==> src/rtl/pipe_ctrl_pkg.sv <==
// Shared types and constants for the pipeline stall controller.
// The optional STALL_PERF_CNT_EN performance counters use CNT_W as their width.
package pipe_ctrl_pkg;

  typedef enum logic [1:0] {
    RUN   = 2'd0,
    STALL = 2'd1,
    FLUSH = 2'd2,
    HALT  = 2'd3
  } state_t;

  localparam logic [5:0] NOP_CTRL = 6'd63;
  localparam int         CNT_W    = 16;

endpackage

==> src/rtl/sat_counter.sv <==
// Saturating up-counter with synchronous reset. When clr and inc arrive
// together the count restarts at 1.
module sat_counter #(
  parameter int W = 16
) (
  input  logic         clk,
  input  logic         reset,
  input  logic         inc,
  input  logic         clr,
  output logic [W-1:0] count
);

  logic [W-1:0] base;

  assign base = clr ? '0 : count;

  always_ff @(posedge clk) begin
    if (reset)
      count <= '0;
    else if (inc && (base != '1))
      count <= base + 1'b1;
    else
      count <= base;
  end

endmodule

==> src/rtl/pipeline_stall_ctrl.sv <==
// Pipeline write-enable / bubble control for the 5-stage core: 4-state FSM,
// stall watchdog, and optional perf counters under STALL_PERF_CNT_EN.
module pipeline_stall_ctrl #(
  parameter int         MAX_STALL = 3,
  parameter int         CNT_W     = pipe_ctrl_pkg::CNT_W,
  parameter logic [5:0] NOP_CTRL  = pipe_ctrl_pkg::NOP_CTRL
) (
  input  logic             clk,
  input  logic             reset,
  input  logic             hazard,
  input  logic             branch_taken,
  input  logic             halt,
  output logic             pc_wen,
  output logic             ifid_wen,
  output logic             ifid_flush,
  output logic             idex_bubble,
  output logic [5:0]       idex_ctrl_sel,
  output logic             stall_active,
  output logic             stall_err,
  output logic [CNT_W-1:0] stall_cycles,
  output logic [CNT_W-1:0] flush_count
);

  import pipe_ctrl_pkg::*;

  localparam logic [CNT_W-1:0] MAX_STALL_W = CNT_W'(MAX_STALL);

  state_t           state, next_state;
  logic             stall_take;
  logic             wdog_clr;
  logic             err_set;
  logic [CNT_W-1:0] wdog;

  always_ff @(posedge clk) begin
    if (reset) begin
      state     <= RUN;
      stall_err <= 1'b0;
    end else begin
      state <= next_state;
      if (err_set)
        stall_err <= 1'b1;
    end
  end

  // Priority chain halt > branch > hazard; FLUSH masks hazard because ID holds a NOP.
  always_comb begin
    pc_wen      = 1'b1;
    ifid_wen    = 1'b1;
    ifid_flush  = 1'b0;
    idex_bubble = 1'b0;
    stall_take  = 1'b0;
    next_state  = RUN;
    if (reset) begin
      ifid_flush  = 1'b1;
      idex_bubble = 1'b1;
    end else if (halt) begin
      pc_wen      = 1'b0;
      ifid_wen    = 1'b0;
      idex_bubble = 1'b1;
      next_state  = HALT;
    end else if (branch_taken) begin
      ifid_flush  = 1'b1;
      idex_bubble = 1'b1;
      next_state  = FLUSH;
    end else if (hazard && (state != FLUSH)) begin
      pc_wen      = 1'b0;
      ifid_wen    = 1'b0;
      idex_bubble = 1'b1;
      stall_take  = 1'b1;
      next_state  = STALL;
    end
  end

  // The watchdog only keeps counting while a stall continues; a new stall restarts it at 1.
  assign wdog_clr      = !((state == STALL) && stall_take);
  assign err_set       = (state == STALL) && stall_take && (wdog >= MAX_STALL_W);
  assign stall_active  = (state == STALL) || stall_take;
  assign idex_ctrl_sel = idex_bubble ? NOP_CTRL : 6'd0;

  sat_counter #(.W(CNT_W)) u_wdog (
    .clk   (clk),
    .reset (reset),
    .inc   (stall_take),
    .clr   (wdog_clr),
    .count (wdog)
  );

`ifdef STALL_PERF_CNT_EN
  sat_counter #(.W(CNT_W)) u_stall_cnt (
    .clk   (clk),
    .reset (reset),
    .inc   (stall_take),
    .clr   (1'b0),
    .count (stall_cycles)
  );

  sat_counter #(.W(CNT_W)) u_flush_cnt (
    .clk   (clk),
    .reset (reset),
    .inc   (ifid_flush && !reset),
    .clr   (1'b0),
    .count (flush_count)
  );
`else
  assign stall_cycles = '0;
  assign flush_count  = '0;
`endif

endmodule

==> config.mk <==
export PLATFORM = sky130hd
export DESIGN_NAME = pipeline_stall_ctrl
export DESIGN_NICKNAME = d
export VERILOG_FILES = /design/src/rtl/pipe_ctrl_pkg.sv /design/src/rtl/sat_counter.sv /design/src/rtl/pipeline_stall_ctrl.sv
export SDC_FILE = /design/constraint.sdc
export NUM_CORES = 1
export LEC_CHECK = 0
export CAP_MARGIN = 10
export CORE_MARGIN = 2
export CORE_UTILIZATION = 43
export DETAILED_ROUTE_END_ITERATION = 8
export PLACE_DENSITY = 0.86
export SYNTH_ARGS = -nofsm -noshare
export SYNTH_HDL_FRONTEND = slang
export SYNTH_SLANG_ARGS = --single-unit
==> constraint.sdc <==
create_clock -name clk -period 1.75 [get_ports clk]
set_input_delay 0.2625 -clock clk [delete_from_list [all_inputs] [get_ports clk]]
set_output_delay 0.2625 -clock clk [all_outputs]
set_load 0.05 [all_outputs]
==> metrics.txt <==
largest net degree at the start of global routing 12; die span in x 57.5 µm; most common cell in the synthesized netlist buf_4; GR Util met1 14.0%; top post-synthesis cells by count buf_4, dfxtp_1, nor2_1, nand2_1, a21oi_1; Seq/Total Area, Yosys 31.0%; Die Y 57.5 µm; share of cells above drive strength 1 around 24%; Clock Tree Buf Depth 2; Vias 941; critical path required time 1.49 ns; Initial Util between 40% and 50%; nets roughly 170; Tot GR Track Use 13.0%; clock share of power 24.9%; synthesized cell area 1230 µm²; status complete, no violations; synth top area cells dfxtp_1, buf_4, nor2_1; Internal 568 µW; post-synthesis xor/xnor area fraction 4.28%; DR pass1 iterations 4; Max Slew Vio Count 0; Crit-path slowest cell clkdlybuf4s50_1; initial antenna violation count 0; post-place setup slack -0.0428 ns; register bit total from synthesis 19; WS Path Type primary input to output port; crit-path cells clkdlybuf4s50_1 -> buf_4 -> a21oi_1 -> inv_1 -> a21oi_2 -> inv_1 -> buf_4; syn_area_per_cell 8.59 µm²; Tcrit/Tclk final approximately 97%; DRT Wirelength 2260 µm; Synth Area in Adders 0%; Compound-Gate Fraction of Synth Area 9.98%; H-tree levels 1; first-pass GRT wire length 3400 µm; die area 3300 µm²; top cell family by delay on the critical path buffers and inverters; DR WL/cell 11.8 µm; P_sw ~380 µW; P per Cell Area 693 nW/µm²; Synth Flop Type dfxtp_1; met2 usage 23.5%; CTS Hold Bufs 0; vias in the first global route 830; Synth cell types 33; Fin Clk Skew between 0.01 and 0.015 ns; Clock Sinks 19; most area-hungry cell type in the Yosys netlist dfxtp_1; CTS tree done; Async SR Flop Fraction 0%; Gate Count Post-Synth 143; post-synthesis mux area share 0%; Root Buffer clkbuf_4; Worst Tran Pin Value around 0.50 ns; simple-gate area share of the yosys netlist 29.1%; sequential share of power 46.5%; min cycle time layout 1.70 ns; vias per inst ~4.9; CTS Buf Count 3; CP max stage delay 0.45 ns; top-area cell type share of the netlist area a little under a third; number of synthesis warnings 0; Rows 19; Core Area 2730 µm²; crit end category output port; Clock Latency Late Sink 0.31 ns; logic gate share of total power 28.6%; fin area 1360 µm²; Top Usage Layer GRT met2; crit start category primary input; f_max ~0.59 GHz; CP Data Arrival Time 1.44 ns; main combinational cell family by area after synthesis simple AND/OR/NAND/NOR gates; RSZ-0062 raised after global routing yes; sw frac 39.9%; RePlAce Congestion 0.818; DRT antenna net count 0; Max Cap Violations 0; clock-pin transition on the worst setup and hold timing paths 0.13 ns; DRC 0; critical path peak fanout 3; Slew headroom 66.8%; port bufs 16; met3 usage 1.81%; Finish-stage setup viols 0; top-level I/O count 49; count of flip-flops with a built-in enable after synthesis 0; DRT iter0 DRCs 26; FILL cells 240; worst hold path type primary input to flop; worst vdd ir 0.617 mV; hpwl dp 1710 µm; Crit path buffers/inverters 5; worst setup margin around 0.05 ns; static leakage 0.000605 µW; DP Area 1290 µm²; GR Overflow Total 0; Syn-to-layout area delta 11.0%; ant diodes 0; hold violation total from the final report 0
-- per-layer routing --
metal,part of all wire [%],vias to the layer above
met5,0,-
met4,1.8,0
met3,3.7,7
met2,55,30
met1,39,450
li1,-,454
-- flip-flops by register name, indices dropped and copies added (netlist names) --
register,flops
u_wdog.count,16
state,2
stall_err,1
-- layout make-up --
class,instances,area [µm²],area share [%]
Tap cell,31,38.8,2.84
Timing Repair Buffer,22,234,17.2
Inverter,4,15.0,1.10
Multi-Input combinational cell,111,668,49.0
Clock inverter,1,5.00,0.367
Sequential cell,19,380,27.9
Clock buffer,3,22.5,1.65
-- worst reg2reg max path, stage by stage, from the launching register on --
cell and delay, ns:
dfxtp_1 0.39, or4_1 0.53, nor3_1 0.16, nand4_1 0.12
a21oi_1 0.18, nor2_1 0.05
-- power groups by stage --
stage	registers (µW)	logic, µW	clock network, µW
after global placement	448	257	0
after floorplan	448	273	0
final	439	270	236
after global routing	440	279	255
after CTS	439	260	233
after detailed placement	448	259	0
-- placed cells by master (no fill, tap or decap), drive strengths merged --
master	count
a211oi	3
a21oi	6
a31oi	5
and3	1
and4	2
buf	17
clkbuf	3
clkdlybuf4s50	3
clkinv	1
conb	32
dfxtp	19
dlymetal6s2s	2
inv	4
nand2	7
nand2b	1
nand3	6
nand4	4
nor2	17
nor2b	1
nor3	10
nor3b	1
nor4	1
o21a	1
o21ai	3
o22ai	1
or2	2
or4	1
xnor2	4
xor2	2
-- cells by family (layout without fill, tap and decap cells) --
| logic type | count (synthesis) | count (layout) |
|---|---|---|
| AND/OR/NAND/NOR | 54 | 54 |
| AO/OA/AOI/OAI | 19 | 19 |
| other | 1 | 32 |
| XOR/XNOR | 6 | 6 |
| flip-flops | 19 | 19 |
| buffers and inverters | 44 | 30 |
-- final timing paths --
path,end,start,depth (start not counted),slack [ns]
hold / removal,state[1]$_SDFF_PP0_,halt,3,0.27
setup reg to reg,stall_err$_SDFFE_PP0P_,u_wdog.count[6]$_SDFF_PP0_,5,0.22
hold reg to reg,stall_err$_SDFFE_PP0P_,stall_err$_SDFFE_PP0P_,2,0.50
setup / recovery,pc_wen,reset,7,0.05
-- through the flow --
stage / util, % / hold slack, ns / TNS [ns] / power [µW] / std cells
after floorplan: - / 0.335 / 0 / 721 / 174
after global placement: 47.2 / 0.458 / 0 / 705 / 187
after detailed placement: 47.2 / 0.471 / -0.0596 / 707 / 187
after CTS: 48.3 / 0.502 / 0 / 933 / 191
after global routing: 49.9 / 0.313 / -0.0484 / 974 / 191
final: 49.9 / 0.265 / 0 / 945 / 191
-- timing repair --
action	4_1_cts	5_1_grt
setup buffers	0	0
gates resized for setup	2	12
cloned	0	0
setup endpoints to repair	1	11
pin swaps	0	2
Note: power is estimated with default switching activity, not from simulation.
